[src/rtl/cam_fill_ctrl_if.sv]
// Request/response channel between a miss handler (master) and cam_fill_ctrl (slave).
// The miss handler issues FILL/INVAL/FLUSH requests and receives a one-cycle completion pulse.
interface cam_fill_ctrl_if #(
  parameter int KEY_WIDTH   = 32,
  parameter int INDEX_WIDTH = 4
);
  logic                   req_valid;
  logic                   req_ready;
  logic [1:0]             req_op;
  logic [KEY_WIDTH-1:0]   req_key;
  logic                   resp_valid;
  logic [INDEX_WIDTH-1:0] resp_idx;
  logic                   resp_hit;
  logic                   resp_evicted;

  modport master (
    output req_valid, req_op, req_key,
    input  req_ready, resp_valid, resp_idx, resp_hit, resp_evicted
  );

  modport slave (
    input  req_valid, req_op, req_key,
    output req_ready, resp_valid, resp_idx, resp_hit, resp_evicted
  );
endinterface

[src/rtl/cam_fill_ctrl.sv]
// Serialises fill/invalidate/flush requests into CAM writes, probing the CAM before every
// write so a key is never duplicated; picks fill victims (free slot first, else round-robin).
module cam_fill_ctrl #(
  parameter int NUM_ENTRIES = 16,
  parameter int KEY_WIDTH   = 32,
  parameter int INDEX_WIDTH = $clog2(NUM_ENTRIES)
) (
  input  logic                   clk,
  input  logic                   reset,
  cam_fill_ctrl_if.slave         bus,
  output logic [KEY_WIDTH-1:0]   cam_lookup_key,
  input  logic [INDEX_WIDTH-1:0] cam_lookup_idx,
  input  logic                   cam_lookup_hit,
  output logic                   cam_update_en,
  output logic [KEY_WIDTH-1:0]   cam_update_key,
  output logic [INDEX_WIDTH-1:0] cam_update_idx,
  output logic                   cam_update_valid
);

  typedef enum logic [1:0] {IDLE, LOOKUP, COMMIT, FLUSH} state_e;
  typedef enum logic [1:0] {OP_FILL = 2'd0, OP_INVAL = 2'd1, OP_FLUSH = 2'd2, OP_NOP = 2'd3} op_e;

  localparam logic [INDEX_WIDTH-1:0] LAST_IDX = INDEX_WIDTH'(NUM_ENTRIES - 1);

  state_e                 state_q, state_d;
  op_e                    op_q, op_d;
  logic [KEY_WIDTH-1:0]   key_q, key_d;
  logic [NUM_ENTRIES-1:0] shadow_valid_q, shadow_valid_d;
  logic [INDEX_WIDTH-1:0] rr_ptr_q, rr_ptr_d;
  logic                   resp_valid_q, resp_valid_d;
  logic [INDEX_WIDTH-1:0] resp_idx_q, resp_idx_d;
  logic                   resp_hit_q, resp_hit_d;
  logic                   resp_evicted_q, resp_evicted_d;
  logic                   upd_en_q, upd_en_d;
  logic [KEY_WIDTH-1:0]   upd_key_q, upd_key_d;
  logic [INDEX_WIDTH-1:0] upd_idx_q, upd_idx_d;
  logic                   upd_valid_q, upd_valid_d;

  logic [INDEX_WIDTH-1:0] victim;
  logic                   all_valid;
  logic [INDEX_WIDTH-1:0] rr_next;

  // Lowest free slot wins; only a full table falls back to the round-robin pointer.
  always_comb begin
    victim = rr_ptr_q;
    for (int i = NUM_ENTRIES - 1; i >= 0; i--) begin
      if (!shadow_valid_q[i]) victim = INDEX_WIDTH'(i);
    end
  end

  assign all_valid = &shadow_valid_q;
  assign rr_next   = (rr_ptr_q == LAST_IDX) ? '0 : rr_ptr_q + 1'b1;

  always_comb begin
    // NOTE: every _d gets a default first so no path through the case infers a latch.
    state_d        = state_q;
    op_d           = op_q;
    key_d          = key_q;
    shadow_valid_d = shadow_valid_q;
    rr_ptr_d       = rr_ptr_q;
    resp_valid_d   = 1'b0;
    resp_idx_d     = '0;
    resp_hit_d     = 1'b0;
    resp_evicted_d = 1'b0;
    upd_en_d       = 1'b0;
    upd_key_d      = upd_key_q;
    upd_idx_d      = '0;
    upd_valid_d    = 1'b0;

    unique case (state_q)
      IDLE: begin
        if (bus.req_valid) begin
          op_d  = op_e'(bus.req_op);
          key_d = bus.req_key;
          if (op_e'(bus.req_op) == OP_FLUSH) begin
            state_d   = FLUSH;
            upd_en_d  = 1'b1;
            upd_key_d = bus.req_key;
          end else begin
            state_d = LOOKUP;
          end
        end
      end

      // The CAM answers combinationally here; the outcome lands in the registered outputs.
      LOOKUP: begin
        state_d      = COMMIT;
        resp_valid_d = 1'b1;
        upd_key_d    = key_q;
        unique case (op_q)
          OP_FILL: begin
            if (cam_lookup_hit) begin
              resp_hit_d = 1'b1;
              resp_idx_d = cam_lookup_idx;
            end else begin
              upd_en_d               = 1'b1;
              upd_valid_d            = 1'b1;
              upd_idx_d              = victim;
              resp_idx_d             = victim;
              resp_evicted_d         = shadow_valid_q[victim];
              shadow_valid_d[victim] = 1'b1;
              if (all_valid) rr_ptr_d = rr_next;
            end
          end
          OP_INVAL: begin
            if (cam_lookup_hit) begin
              upd_en_d                       = 1'b1;
              upd_idx_d                      = cam_lookup_idx;
              resp_hit_d                     = 1'b1;
              resp_idx_d                     = cam_lookup_idx;
              shadow_valid_d[cam_lookup_idx] = 1'b0;
            end
          end
          default: ;
        endcase
      end

      COMMIT: state_d = IDLE;

      // The update index doubles as the flush counter.
      FLUSH: begin
        if (upd_idx_q == LAST_IDX) begin
          state_d        = IDLE;
          shadow_valid_d = '0;
          rr_ptr_d       = '0;
        end else begin
          upd_en_d  = 1'b1;
          upd_idx_d = upd_idx_q + 1'b1;
          if (upd_idx_q + 1'b1 == LAST_IDX) begin
            resp_valid_d = 1'b1;
            resp_idx_d   = LAST_IDX;
          end
        end
      end

      default: state_d = IDLE;
    endcase
  end

  // NOTE: state registers use non-blocking assignments so every flop samples pre-edge values.
  always_ff @(posedge clk or posedge reset) begin
    if (reset) begin
      state_q        <= IDLE;
      op_q           <= OP_NOP;
      key_q          <= '0;
      shadow_valid_q <= '0;
      rr_ptr_q       <= '0;
      resp_valid_q   <= 1'b0;
      resp_idx_q     <= '0;
      resp_hit_q     <= 1'b0;
      resp_evicted_q <= 1'b0;
      upd_en_q       <= 1'b0;
      upd_key_q      <= '0;
      upd_idx_q      <= '0;
      upd_valid_q    <= 1'b0;
    end else begin
      state_q        <= state_d;
      op_q           <= op_d;
      key_q          <= key_d;
      shadow_valid_q <= shadow_valid_d;
      rr_ptr_q       <= rr_ptr_d;
      resp_valid_q   <= resp_valid_d;
      resp_idx_q     <= resp_idx_d;
      resp_hit_q     <= resp_hit_d;
      resp_evicted_q <= resp_evicted_d;
      upd_en_q       <= upd_en_d;
      upd_key_q      <= upd_key_d;
      upd_idx_q      <= upd_idx_d;
      upd_valid_q    <= upd_valid_d;
    end
  end

  assign bus.req_ready    = (state_q == IDLE);
  assign bus.resp_valid   = resp_valid_q;
  assign bus.resp_idx     = resp_idx_q;
  assign bus.resp_hit     = resp_hit_q;
  assign bus.resp_evicted = resp_evicted_q;

  assign cam_lookup_key   = key_q;
  assign cam_update_en    = upd_en_q;
  assign cam_update_key   = upd_key_q;
  assign cam_update_idx   = upd_idx_q;
  assign cam_update_valid = upd_valid_q;

  a_lookup_hit_tracked: assert property (@(posedge clk) disable iff (reset)
    (state_q == LOOKUP && cam_lookup_hit) |-> shadow_valid_q[cam_lookup_idx]);

  // The CAM is not written until the end of COMMIT, so a hit here would mean a duplicate.
  a_no_duplicate_fill: assert property (@(posedge clk) disable iff (reset)
    (state_q == COMMIT && upd_en_q && upd_valid_q) |-> !cam_lookup_hit);

endmodule

[src/flat_wrapper.sv]
// flat-port wrapper written by rule: the top's interface ports become plain ports
module cam_fill_ctrl_flat 
#(
  parameter int NUM_ENTRIES = 16,
  parameter int KEY_WIDTH   = 32,
  parameter int INDEX_WIDTH = $clog2(NUM_ENTRIES)
)
  (clk, reset, cam_lookup_key, cam_lookup_idx, cam_lookup_hit, cam_update_en, cam_update_key, cam_update_idx, cam_update_valid, bus_req_valid, bus_req_op, bus_req_key, bus_req_ready, bus_resp_valid, bus_resp_idx, bus_resp_hit, bus_resp_evicted);
  cam_fill_ctrl_if #(.KEY_WIDTH(KEY_WIDTH), .INDEX_WIDTH(INDEX_WIDTH)) bus_i ();
  input  logic clk;
  input  logic reset;
  output logic [KEY_WIDTH-1:0] cam_lookup_key;
  input  logic [INDEX_WIDTH-1:0] cam_lookup_idx;
  input  logic cam_lookup_hit;
  output logic cam_update_en;
  output logic [KEY_WIDTH-1:0] cam_update_key;
  output logic [INDEX_WIDTH-1:0] cam_update_idx;
  output logic cam_update_valid;
  input wire logic [$bits(bus_i.req_valid)-1:0] bus_req_valid;
  input wire logic [$bits(bus_i.req_op)-1:0] bus_req_op;
  input wire logic [$bits(bus_i.req_key)-1:0] bus_req_key;
  output wire logic [$bits(bus_i.req_ready)-1:0] bus_req_ready;
  output wire logic [$bits(bus_i.resp_valid)-1:0] bus_resp_valid;
  output wire logic [$bits(bus_i.resp_idx)-1:0] bus_resp_idx;
  output wire logic [$bits(bus_i.resp_hit)-1:0] bus_resp_hit;
  output wire logic [$bits(bus_i.resp_evicted)-1:0] bus_resp_evicted;
  assign bus_i.req_valid = bus_req_valid;
  assign bus_i.req_op = bus_req_op;
  assign bus_i.req_key = bus_req_key;
  assign bus_req_ready = bus_i.req_ready;
  assign bus_resp_valid = bus_i.resp_valid;
  assign bus_resp_idx = bus_i.resp_idx;
  assign bus_resp_hit = bus_i.resp_hit;
  assign bus_resp_evicted = bus_i.resp_evicted;
  cam_fill_ctrl #(.NUM_ENTRIES(NUM_ENTRIES), .KEY_WIDTH(KEY_WIDTH), .INDEX_WIDTH(INDEX_WIDTH)) u_core (.clk(clk), .reset(reset), .bus(bus_i), .cam_lookup_key(cam_lookup_key), .cam_lookup_idx(cam_lookup_idx), .cam_lookup_hit(cam_lookup_hit), .cam_update_en(cam_update_en), .cam_update_key(cam_update_key), .cam_update_idx(cam_update_idx), .cam_update_valid(cam_update_valid));
endmodule
[config.mk]
export PLATFORM = sky130hd
export DESIGN_NAME = cam_fill_ctrl_flat
export DESIGN_NICKNAME = d
export VERILOG_FILES = /design/src/rtl/cam_fill_ctrl_if.sv /design/src/rtl/cam_fill_ctrl.sv /design/src/flat_wrapper.sv
export SDC_FILE = /design/constraint.sdc
export NUM_CORES = 1
export LEC_CHECK = 0
export CORE_MARGIN = 2
export CORE_UTILIZATION = 46
export DETAILED_ROUTE_END_ITERATION = 12
export GPL_TIMING_DRIVEN = 0
export MAX_ROUTING_LAYER = met4
export PLACE_DENSITY = 0.77
export SYNTH_ARGS = -nofsm -noshare
export SYNTH_HDL_FRONTEND = slang
export SYNTH_SLANG_ARGS = --single-unit
[constraint.sdc]
create_clock -name clk -period 3.1 [get_ports clk]
set_input_delay 0.62 -clock clk [delete_from_list [all_inputs] [get_ports clk]]
set_output_delay 0.62 -clock clk [all_outputs]
set_load 0.005 [all_outputs]
# Word-level counts from Yosys, hierarchy flattened
# Cells that the tools add are included.
dict set report totals {
  output_inout_bits 78
  latchBits 0
  wordCells 119
  rom_bits 0
  in_bits 42
  ram_bits 0
  register_bits 101
  n_memories 0
}
dict set report classes {
  bitwise 3
  muxes 67
  reduce_logical 13
  n_lt_le_gt_ge 4
  n_eq_ne 17
  n_addsub 2
  n_div 0
  n_mul 0
  n_shift 0
}
# cell n
set ops {}
lappend ops {{two-way mux 4 bit} 27}
lappend ops {{two-way mux 32 bit} 2}
lappend ops {{one-hot mux 16 bit (2 select lines)} 2}
lappend ops {{one-hot mux 32 bit (2 select lines)} 1}
lappend ops {{two-way mux 16 bit} 3}
lappend ops {{one-hot mux 4 bit (2 select lines)} 5}
lappend ops {{two-way mux 1 bit} 17}
lappend ops {{bitwise AND 16 bit} 1}
lappend ops {{NOT 16 bit} 1}
lappend ops {{bitwise OR 16 bit} 1}
lappend ops {{AND reduction 16 bit} 1}
lappend ops {{== test 4 bit, second input constant} 3}
lappend ops {{less-than comparator 4 x 5 -> 1 bit, second input constant} 2}
lappend ops {{AND reduction 5 bit} 2}
lappend ops {{adder 4 x 1 -> 4 bit, second input constant} 2}
lappend ops {{demux 1 bit (select 4 bit)} 2}
lappend ops {{greater-or-equal comparator 4 x 1 -> 1 bit, second input constant} 2}
lappend ops {{one-hot mux 2 bit (4 select lines)} 1}
lappend ops {{== test 2 bit, second input constant} 3}
lappend ops {{two-way mux 2 bit} 3}
lappend ops {{!= test 2 x 1 -> 1 bit, second input constant} 3}
lappend ops {{!= test 2 bit, second input constant} 3}
lappend ops {{!= test 3 bit, second input constant} 2}
lappend ops {{binary-select mux 1 bit (select 4 bit)} 1}
lappend ops {{other kinds (10)} 16}

# Depth between registers and ports, before layout
# Gate-level depths: netlist of the first run.
dict set report logic_depth {
  word_depth 24
  ltp_mapped 9
  depth_no_buf 7
}

# Worst setup path after synthesis of the first run
# OpenSTA, ideal clock, no wires.
dict set report synth_timing {
  kind {input-to-reg}
  from {in cam_lookup_hit}
  to {reg u_core.shadow_valid_q[11]}
  stages 7
  arrival_time_ns 1.938
  n_path_buf 1
  setup_ns 0.065
  required_time_ns 3.035
  setup_slack_ns 1.097
  path_cell_list {buf_2 -> xor2_1 -> o31ai_1 -> nand2_1 -> nor3_1 -> nor3b_1 -> o22a_1}
}
dict set report synth_via {
  elab_chain_len 2
  word_cells_on_any_way 3
}
# item line
set synth_rtl {}
lappend synth_rtl {{from (decl)} flat_wrapper.sv:14} ;# input logic cam_lookup_hit;
lappend synth_rtl {{!= test 3 bit (no source line)} n/a}
lappend synth_rtl {{AND reduction 5 bit (no source line) (*)} n/a}
lappend synth_rtl {{to (signal assigned)} cam_fill_ctrl.sv:160} ;# shadow_valid_q <= shadow_valid_d;
lappend synth_rtl {{to (decl)} cam_fill_ctrl.sv:28} ;# logic [NUM_ENTRIES-1:0] shadow_valid_q, shadow_valid_d;
# Mark *: on every way between the ends. The rest lies on a longest branch, timed or not.
# A chain may end at the register's enable or synchronous reset.

# Final worst setup path of the first run
dict set report layout_timing {
  from {reg u_core.op_q[0]}
  to {reg u_core.shadow_valid_q[11]}
}
dict set report layout_via {
  elab_chain_len 3
  word_cells_on_any_way 8
}
# item line
set layout_rtl {}
lappend layout_rtl {{from (decl)} cam_fill_ctrl.sv:26} ;# op_e op_q, op_d;
lappend layout_rtl {{from (signal assigned)} cam_fill_ctrl.sv:158} ;# op_q <= op_d;
lappend layout_rtl {{== test 2 x 1 -> 1 bit or logical NOT 2 bit (tied branches)} cam_fill_ctrl.sv:90} ;# unique case (op_q)
lappend layout_rtl {{one-hot mux 16 bit (2 select lines) (tied with other cells)} cam_fill_ctrl.sv:90}
lappend layout_rtl {{one-hot mux 16 bit (2 select lines) or AND reduction 5 bit (tied branches)} n/a}
# Several ways; a longest one is shown, not always the timed one.

==> qor.txt, run 1 <==
initial antenna violation count: 0
Synth top area share: 0.478
Core Area: 10,900 um^2
Cell Area, Placed: 6550 um^2
simple-gate area share of the yosys netlist: 0.149
final setup fails: 0
fin. max-slew vios: 0
GRT Max-Usage Layer: met2
post-CTS setup buffer count: 0
Residual DRC: 0
setup repair after global routing missed its margin: no
Clock Root Buffer: clkbuf_16
CTS buffer count: 9
met1 Use GR: 0.318
DR iter-0 viols: 261
Initial DRT Pass Iterations: 5
reg2reg setup slack: 0.79 ns
CTS clk-pin slew, worst paths: 0.07 ns
worst setup path start: u_core.op_q[0]$_DFFE_PP1P_
n_diodes: 0
clock buffer depth: 2
Yosys Warn Count: 0
die area: 12,100 um^2
reg2reg start: u_core.op_q[0]$_DFFE_PP1P_
kind of critical path: reg -> reg
largest family of logic cells by synthesized area: compound AO/OA/AOI/OAI gates
# nets final: 671
setup_tns: 0 ns
H-tree depth: 3
crit end category: register
Worst Skew: 0.00585 ns
ratio of cells with drive above 1 in the final layout: 0.144
critical path fanouts, max: 8
Adder-Cell Fraction of Synth Area: 0.00724
Final min period: 2.31 ns
post-synthesis sequential area ratio: 0.488
FP Rows: 38
synthesized area per cell: 10.4 um^2
vias in the first global route: 4,529
Resize count post-CTS: 0
largest net degree at the start of global routing: 43
number of port buffers: 114
worst path arrival time: 2.60 ns
fmax: 433 MHz
Post-Layout Inst Area: 6860 um^2
Final GP Congestion: 0.894
grt ovf: 0
Synth cell types: 63
initial core utilization: 0.474
io pins: 120
via count: 4,391
Hold WC Path Type: reg -> reg
Final ANT Viol Nets: 0
FF-to-FF path depth: 7
critical path endpoint: u_core.shadow_valid_q[11]$_DFFE_PP0P_
number of synthesized flops with an enable pin: 0
multiplexer share of the synthesized area: 0.137
chip width: 110 um
DP Worst Slack: 0.579 ns
Primary FF master, synth: dfrtp_1
Required @ worst endpoint: 3.39 ns
outcome: completed
cts hold-fix bufs: 0
GR Layer Usage met2: 0.396
power density over the cells: 928 nW/um^2
Final period util: 0.745
# fillers: 897
die height: 110 um
overall power: 6.36 mW
via density per instance: 5.70
Startpoint Class: register
final hold vios: 0
worst setup margin: 0.790 ns
WL/cell: 18.6 um
Synth Area in Compound Gates: 0.152
post-synthesis xor/xnor area fraction: 0.00507
Area Overhead vs Synth: 32.2%
reg-to-reg endpoint: u_core.shadow_valid_q[11]$_DFFE_PP0P_
leakage: 2.74 nW
Sink Count: 101
Seq cells post-synth: 101
Syn Nets: 544
worst slew pin tran: 0.548 ns
Final HPWL DP: 10,300 um
Max-Cap Viols: 0
Global Route Usage Sum: 0.253
Clock Latency Late Sink: 0.35 ns
TritonCTS clock tree: yes
Synth Instances: 499
DRT Wirelength: 14,300 um
first-pass GRT wire length: 22,800 um
met3 usage: 0.0811
Worst slew margin: 0.635
fraction of registers with async set/reset: 1.00
Max IR drop VDD: 600 uV
worst hold margin: 0.535 ns
synth top area cells: dfrtp_1 (48%), mux2_2 (7.4%), mux2i_1 (6.4%)
synthesized area: 5190 um^2
area leader, netlist: dfrtp_1
## flip-flops by register name, summed over array words and instances (netlist names), 2 cells and up
| signal | count |
|---|---|
| u_core.state_q | 2 |
| u_core.bus.resp_idx | 4 |
| u_core.shadow_valid_q | 16 |
| u_core.cam_lookup_key | 32 |
| u_core.rr_ptr_q | 4 |
| u_core.cam_update_key | 32 |
| u_core.cam_update_idx | 4 |
| u_core.op_q | 2 |
## final cells by class
class | instances | area [um^2] | area share
plain buffers | 40 | 288 | 0.0420
clock buffers | 9 | 225 | 0.0329
clock inverters | 7 | 82.6 | 0.0120
inverters | 8 | 38.8 | 0.00566
multi-input cells | 350 | 2330 | 0.341
flip-flops and latches | 101 | 2530 | 0.369
well taps | 140 | 175 | 0.0256
repair buffers | 116 | 1180 | 0.172
## cell usage after synthesis, types with 2 or more instances
| master | instances |
|---|---|
| a21o_1 | 2 |
| a21oi_1 | 52 |
| a22oi_1 | 2 |
| a311oi_1 | 2 |
| a31oi_1 | 12 |
| a41oi_1 | 2 |
| and2_1 | 5 |
| and3_1 | 2 |
| and4_1 | 2 |
| buf_2 | 8 |
| buf_4 | 3 |
| buf_6 | 4 |
| clkbuf_1 | 18 |
| clkbuf_8 | 4 |
| dfrtp_1 | 99 |
| dfstp_2 | 2 |
| ha_1 | 3 |
| inv_1 | 7 |
| mux2_2 | 34 |
| mux2i_1 | 33 |
| nand2_1 | 26 |
| nand2b_1 | 7 |
| nand3_1 | 17 |
| nand3b_1 | 3 |
| nand4_1 | 7 |
| nor2_1 | 58 |
| nor2b_1 | 4 |
| nor3_1 | 4 |
| nor4_1 | 2 |
| o2111ai_1 | 2 |
| o211ai_1 | 3 |
| o21ai_0 | 20 |
| o21ai_1 | 2 |
| o22a_1 | 8 |
| o22ai_1 | 3 |
| o31ai_1 | 7 |
| or3_1 | 2 |
| or3_4 | 2 |
| xnor2_1 | 2 |
## routing by layer
layer	vias to the layer above	routed length (um)
met4	0	235
li1	2042	-
met2	164	6980
met5	-	0
met1	2161	5950
met3	24	1170
## worst min path at each step
| stage | from | depth (start not counted) | to | slack [ns] |
|---|---|---|---|---|
| finish | u_core.cam_update_key[4]$_DFFE_PP0P_ | 2 | u_core.cam_update_key[4]$_DFFE_PP0P_ | 0.54 |
| global route | u_core.cam_lookup_key[1]$_DFFE_PP0P_ | 1 | u_core.cam_lookup_key[1]$_DFFE_PP0P_ | 0.55 |
| CTS | u_core.cam_lookup_key[17]$_DFFE_PP0P_ | 1 | u_core.cam_lookup_key[17]$_DFFE_PP0P_ | 0.54 |
| detailed placement | u_core.cam_lookup_key[11]$_DFFE_PP0P_ | 1 | u_core.cam_lookup_key[11]$_DFFE_PP0P_ | 0.52 |
| global placement | u_core.cam_update_key[28]$_DFFE_PP0P_ | 2 | u_core.cam_update_key[28]$_DFFE_PP0P_ | 0.51 |
| floorplan | u_core.rr_ptr_q[1]$_DFFE_PP0P_ | 2 | u_core.rr_ptr_q[1]$_DFFE_PP0P_ | 0.49 |
## worst max-delay path: stages (launching register included)
cell	delay [ns]
dfstp_2	0.51
clkbuf_1	0.29
xor2_1	0.12
o31ai_1	0.29
nand2_1	0.27
nor3_1	0.36
nor3b_1	0.25
o22a_1	0.17
## cell families (layout without fill, tap and decap cells)
kind of cell               count (synthesis)  in the layout
AOI/OAI and AO/OA                        126            126
xor gates and xnor gates                   3              3
adders and majority gates                  3              3
buffers and inverters                     48            180
DFF                                      101            101
muxes                                     67             67
and+or+nand+nor                          151            151
## through the flow
step	instances	util
after global placement	753	0.595
after detailed placement	755	0.599
after global routing	771	0.627
final	771	0.627
after CTS	771	0.627
after floorplan	499	-
## where the power goes
part | total [mW] | internal (mW) | switching (mW)
clock network | 1.16 | 0.639 | 0.526
logic | 3.00 | 1.66 | 1.35
registers | 2.20 | 1.84 | 0.352
total | 6.36 | 4.14 | 2.23
## cell usage in the layout, fill, tap and decap left out, types with 5 or more instances in the layout
cell and instances:
clkdlybuf4s50_1 114, dfrtp_1 99, nor2_1 58, a21oi_1 52
mux2_2 34, mux2i_1 33, nand2_1 26, o21ai_0 20
clkbuf_1 18, nand3_1 17, a31oi_1 12, clkbuf_16 9
buf_2 8, o22a_1 8, nand4_1 7, o31ai_1 7
nand2b_1 7, inv_1 6, and2_1 5
(Power assumes the default switching activity.)
==> inputs of run 2 (changes only) <==
Settings changed: CORE_UTILIZATION 46 to 50, PLACE_DENSITY 0.77 to 0.8.
Clock period 3.1 ns to 2.4 ns, I/O delays scaled along.
==> run 2 against run 1 <==
- critical path depth is the same
- sequential power grew 28%
- count of clock-buffer cells in the layout grew 1
- core utilization grew 3.7 points
- worst setup slack lost 0.53 ns
==> qor.txt, run 2 (synthesis results as in run 1) <==
Max-Cap Viols: 0 (unchanged)
io pins: 120 (unchanged)
Worst slew margin: 0.552 (was 0.635)
# nets final: 671 (unchanged)
Post-Route Utilization: 0.663 (was 0.627)
Final min period: 2.14 ns (was 2.31 ns)
crit end category: register (unchanged)
FP Rows: 37 (was 38)
outcome: completed (unchanged)
Area Overhead vs Synth: 30.2% (was 32.2%)
clock buffer depth: 2 (unchanged)
final hold vios: 0 (unchanged)
via density per instance: 5.78 (was 5.70)
cts hold-fix bufs: 0 (unchanged)
grt ovf: 0 (unchanged)
first-pass GRT wire length: 23,300 um (was 22,800 um)
worst hold margin: 0.454 ns (was 0.535 ns)
Final ANT Viol Nets: 0 (unchanged)
vias in the first global route: 4,678 (was 4,529)
Clock Root Buffer: clkbuf_8 (was clkbuf_16)
worst path arrival time: 2.45 ns (was 2.60 ns)
chip width: 106 um (was 110 um)
CTS clk-pin slew, worst paths: 0.10 ns (was 0.07 ns)
DR iter-0 viols: 361 (was 261)
n_diodes: 0 (unchanged)
worst slew pin tran: 0.671 ns (was 0.548 ns)
setup repair after global routing missed its margin: no (unchanged)
leakage: 2.69 nW (was 2.74 nW)
Clock Latency Late Sink: 0.38 ns (was 0.35 ns)
fmax: 467 MHz (was 433 MHz)
die area: 11,200 um^2 (was 12,100 um^2)
kind of critical path: reg -> reg (unchanged)
Startpoint Class: register (unchanged)
Sink Count: 101 (unchanged)
CTS buffer count: 9 (unchanged)
initial antenna violation count: 0 (unchanged)
Global Route Usage Sum: 0.272 (was 0.253)
TritonCTS clock tree: yes (unchanged)
via count: 4,433 (was 4,391)
commonest non-fill, non-tap cell in the layout: clkdlybuf4s50_1 (unchanged)
Worst Skew: 0.0103 ns (was 0.00585 ns)
final setup fails: 0 (unchanged)
Max IR drop VDD: 782 uV (was 600 uV)
power density over the cells: 1160 nW/um^2 (was 928 nW/um^2)
H-tree depth: 3 (unchanged)
overall power: 7.85 mW (was 6.36 mW)
ratio of cells with drive above 1 in the final layout: 0.146 (was 0.144)
Core Area: 10,200 um^2 (was 10,900 um^2)
Required @ worst endpoint: 2.71 ns (was 3.39 ns)
CP delay by family, top: flip-flops (was simple AND/OR/NAND/NOR gates)
setup_tns: 0 ns (unchanged)
Final HPWL DP: 10,300 um (about the same)
max incr delay on CP: 0.53 ns (was 0.51 ns)
largest net degree at the start of global routing: 41 (was 43)
number of port buffers: 114 (unchanged)
Final period util: 0.892 (was 0.745)
WP buf/inv: 2 (was 1)
Hold WC Path Type: in -> reg (was reg -> reg)
initial core utilization: 0.509 (was 0.474)
Residual DRC: 0 (unchanged)
WL/cell: 18.4 um (was 18.6 um)
commonest non-fill, non-tap cells in the layout: clkdlybuf4s50_1 (114), dfrtp_1 (99), nor2_1 (58), a21oi_1 (52), mux2_2 (34) (unchanged)
fin. max-slew vios: 0 (unchanged)
critical path fanouts, max: 10 (was 8)
CP max-delay cell: dfstp_2 (unchanged)
Final GP Congestion: 0.954 (was 0.894)
Initial DRT Pass Iterations: 5 (unchanged)
die height: 106 um (was 110 um)
Cell Chain, Critical Path: clkbuf_1 -> xor2_1 -> o31ai_1 -> nand2_1 -> buf_6 -> nor4_1 -> o22a_1 (was clkbuf_1 -> xor2_1 -> o31ai_1 -> nand2_1 -> nor3_1 -> nor3b_1 -> o22a_1)
DRT Wirelength: 14,100 um (was 14,300 um)
## run 2: final timing paths
check | start | slack (ns) | endpoint | depth (start not counted)
worst max-delay path | u_core.op_q[0]$_DFFE_PP1P_ | 0.26 | u_core.shadow_valid_q[9]$_DFFE_PP0P_ | 7
worst min-delay path | cam_lookup_hit | 0.45 | u_core.bus.resp_hit$_DFF_PP0_ | 3
worst max register to register | u_core.op_q[0]$_DFFE_PP1P_ | 0.26 | u_core.shadow_valid_q[9]$_DFFE_PP0P_ | 7
worst min register to register | u_core.cam_lookup_key[10]$_DFFE_PP0P_ | 0.54 | u_core.cam_lookup_key[10]$_DFFE_PP0P_ | 1
max in group asynchronous | reset | 1.01 | u_core.cam_lookup_key[10]$_DFFE_PP0P_ | 4
min in group asynchronous | reset | 0.54 | u_core.cam_update_key[1]$_DFFE_PP0P_ | 2
## run 2: report_power, final
part / internal [mW] / total, mW / leakage, nW / switching (mW)
combinational: 2.14 / 3.87 / 1.36 / 1.73
sequential: 2.38 / 2.82 / 1.22 / 0.447
clock: 0.520 / 1.15 / 0.104 / 0.632
total: 5.04 / 7.85 / 2.69 / 2.81
## run 2: final cells by class
| type | count | area, um^2 |
|---|---|---|
| Fill cell | 799 | 3430 |
| Buffer | 40 | 288 |
| Clock buffer | 10 | 138 |
| Inverter | 8 | 38.8 |
| Tap cell | 136 | 170 |
| Timing Repair Buffer | 116 | 1180 |
| Clock inverter | 6 | 71.3 |
| Sequential cell | 101 | 2530 |
| Multi-Input combinational cell | 350 | 2340 |
## run 2: worst register-to-register path, cell delays in order (launching register included)
cell and delay [ns]:
dfstp_2 0.53, clkbuf_1 0.27, xor2_1 0.11, o31ai_1 0.24, nand2_1 0.20, buf_6 0.20, nor4_1 0.31, o22a_1 0.23
## run 2: through the flow
step                instance area, um^2  cells  worst slack [ns]
floorplan                          5190    499             0.528
finish                             6760    767             0.259
CTS                                6750    767             0.158
global route                       6760    767            0.0645
global placement                   6500    749            -0.284
detailed placement                 6540    751            0.0120
## run 2: layer usage
metal / wire length [um] / global-route usage
met1: 6020 / 0.337
met2: 6870 / 0.439
met4: 278 / 0.0921
met3: 949 / 0.0680
met5: 0 / -
## run 2: repair_timing
| item | CTS | global route |
|---|---|---|
| setup buffers | 0 | 0 |
| gates resized for setup | 0 | 1 |
| endpoints found under the setup margin | 0 | 1 |
==> inputs of run 3 (changes only) <==
Settings changed: CORE_MARGIN 2 to unset, SKIP_CTS_REPAIR_TIMING set to 1.
==> run 3 against run 2 <==
- power is 0.34% lower
- critical endpoint is now u_core.shadow_valid_q[11]$_DFFE_PP0P_
- first-iteration DRC count shrank 23%
- combinational power about the same
- final cell count is 0.39% lower
- cell area fell by 0.19%
- largest power group unchanged
- count of clock-buffer cells in the layout up 1
- critical path type unchanged
==> qor.txt, run 3 (synthesis results as in run 1) <==
largest net degree at the start of global routing: 41 (unchanged)
leakage: 2.68 nW (was 2.69 nW)
n_diodes: 0 (unchanged)
fmax: 443 MHz (was 467 MHz)
via count: 4,415 (was 4,433)
Final GP Congestion: 0.919 (was 0.954)
setup repair after global routing missed its margin: no (unchanged)
DR iter-0 viols: 277 (was 361)
WL/cell: 18.4 um (about the same)
overall power: 7.82 mW (was 7.85 mW)
Residual DRC: 0 (unchanged)
final setup fails: 0 (unchanged)
H-tree depth: 3 (unchanged)
# fillers: 775 (was 799)
chip width: 104 um (was 106 um)
FP Rows: 36 (was 37)
setup_tns: 0 ns (unchanged)
grt ovf: 0 (unchanged)
DRT Wirelength: 14,100 um (about the same)
clock buffer depth: 2 (unchanged)
ratio of cells with drive above 1 in the final layout: 0.144 (was 0.146)
crit end category: register (unchanged)
Global Route Usage Sum: 0.280 (was 0.272)
io pins: 120 (unchanged)
commonest non-fill, non-tap cell in the layout: clkdlybuf4s50_1 (unchanged)
Initial DRT Pass Iterations: 5 (unchanged)
Final ANT Viol Nets: 0 (unchanged)
power density over the cells: 1160 nW/um^2 (about the same)
vias in the first global route: 4,549 (was 4,678)
CTS clk-pin slew, worst paths: 0.10 ns (about the same)
max incr delay on CP: 0.53 ns (about the same)
worst slew pin tran: 0.601 ns (was 0.671 ns)
die area: 10,800 um^2 (was 11,200 um^2)
Worst Skew: 0.0143 ns (was 0.0103 ns)
Final min period: 2.26 ns (was 2.14 ns)
Cell Area, Placed: 6540 um^2 (about the same)
Max IR drop VDD: 809 uV (was 782 uV)
Clock Latency Late Sink: 0.38 ns (about the same)
number of port buffers: 114 (unchanged)
Clock Root Buffer: clkbuf_8 (unchanged)
commonest non-fill, non-tap cells in the layout: clkdlybuf4s50_1 (114), dfrtp_1 (99), nor2_1 (58), a21oi_1 (52), mux2_2 (34) (unchanged)
Int Pwr: 5.03 mW (was 5.04 mW)
P_sw: 2.79 mW (was 2.81 mW)
Area Overhead vs Synth: 30.0% (was 30.2%)
met2 WL: 6850 um (was 6870 um)
Worst slew margin: 0.598 (was 0.552)
critical path fanouts, max: 8 (was 10)
Required @ worst endpoint: 2.71 ns (about the same)
first-pass GRT wire length: 23,200 um (was 23,300 um)
met1 WL: 6060 um (was 6020 um)
non-filler cells in the finished layout: 764 (was 767)
Sink Count: 101 (unchanged)
via density per instance: 5.78 (about the same)
CTS buffer count: 9 (unchanged)
routed wl met3: 914 um (was 949 um)
worst path arrival time: 2.57 ns (was 2.45 ns)
worst hold margin: 0.485 ns (was 0.454 ns)
kind of critical path: reg -> reg (unchanged)
initial antenna violation count: 0 (unchanged)
Clk pwr share: 0.143 (was 0.147)
die height: 104 um (was 106 um)
# nets final: 671 (unchanged)
Final HPWL DP: 10,100 um (was 10,300 um)
DR top layer: met4 (unchanged)
Comb power frac: 0.496 (was 0.493)
Startpoint Class: register (unchanged)
Sw Ratio: 0.357 (was 0.358)
Core Area: 9910 um^2 (was 10,200 um^2)
CP max-delay cell: dfstp_2 (unchanged)
Final period util: 0.941 (was 0.892)
DP Cell Count: 748 (was 751)
Max-Cap Viols: 0 (unchanged)
fin. max-slew vios: 0 (unchanged)
outcome: completed (unchanged)
Seq pwr share: 0.361 (was 0.360)
Cell Chain, Critical Path: clkbuf_1 -> xor2_1 -> o31ai_1 -> nand2_1 -> nor3_2 -> nor3b_1 -> o22a_1 (was clkbuf_1 -> xor2_1 -> o31ai_1 -> nand2_1 -> buf_6 -> nor4_1 -> o22a_1)
initial core utilization: 0.523 (was 0.509)
Post-Layout Inst Area: 6740 um^2 (was 6760 um^2)
final hold vios: 0 (unchanged)
Hold WC Path Type: in -> reg (unchanged)
TritonCTS clock tree: yes (unchanged)
run 3: worst max-delay path: cells and delay by family, from the launching register on:
kind	cells	cell delay (ns)
simple gates	3	0.83
flops	1	0.53
compound gates	2	0.45
xor+xnor	1	0.11
buf+inv	1	0.28
run 3: path summary, 6_finish.rpt:
| path | start | to | slack, ns | cells past startpoint |
|---|---|---|---|---|
| worst min-delay path | cam_lookup_hit | u_core.bus.resp_hit$_DFF_PP0_ | 0.48 | 3 |
| worst max-delay path | u_core.op_q[0]$_DFFE_PP1P_ | u_core.shadow_valid_q[11]$_DFFE_PP0P_ | 0.14 | 7 |
| worst max register to register | u_core.op_q[0]$_DFFE_PP1P_ | u_core.shadow_valid_q[11]$_DFFE_PP0P_ | 0.14 | 7 |
| worst min register to register | u_core.cam_update_key[21]$_DFFE_PP0P_ | u_core.cam_update_key[21]$_DFFE_PP0P_ | 0.54 | 2 |
| min in group asynchronous | reset | u_core.cam_update_idx[0]$_DFF_PP0_ | 0.52 | 2 |
| max in group asynchronous | reset | u_core.op_q[1]$_DFFE_PP1P_ | 1.26 | 3 |
run 3: per-stage QoR:
step                worst slack, ns   util
floorplan                     0.528      -
global placement             -0.287  0.656
detailed placement           0.0171  0.660
CTS                          0.0788  0.680
global route               0.000866  0.681
finish                        0.143  0.681
run 3: power groups by stage:
stage	logic (mW)	clock network [mW]	registers, mW
6_report	3.88	1.12	2.83
5_1_grt	4.18	1.21	2.90
4_1_cts	3.88	1.14	2.82
3_5_place_dp	3.85	0	2.84
3_3_place_gp	3.77	0	2.80
2_1_floorplan	2.00	0	2.83
run 3: layout make-up:
class / instances / area (um^2) / share of cell area
plain buffers: 40 / 288 / 0.0427
clock buffers: 11 / 141 / 0.0210
clock inverters: 5 / 58.8 / 0.00872
inverters: 8 / 38.8 / 0.00575
multi-input cells: 350 / 2340 / 0.347
flip-flops and latches: 101 / 2530 / 0.375
well taps: 133 / 166 / 0.0247
repair buffers: 116 / 1180 / 0.175
run 3: per-layer routing:
layer / GRT usage / up-vias
met2: 0.443 / 155
met1: 0.356 / 2194
met5: - / -
met4: 0.105 / 0
met3: 0.0545 / 21
li1: - / 2045
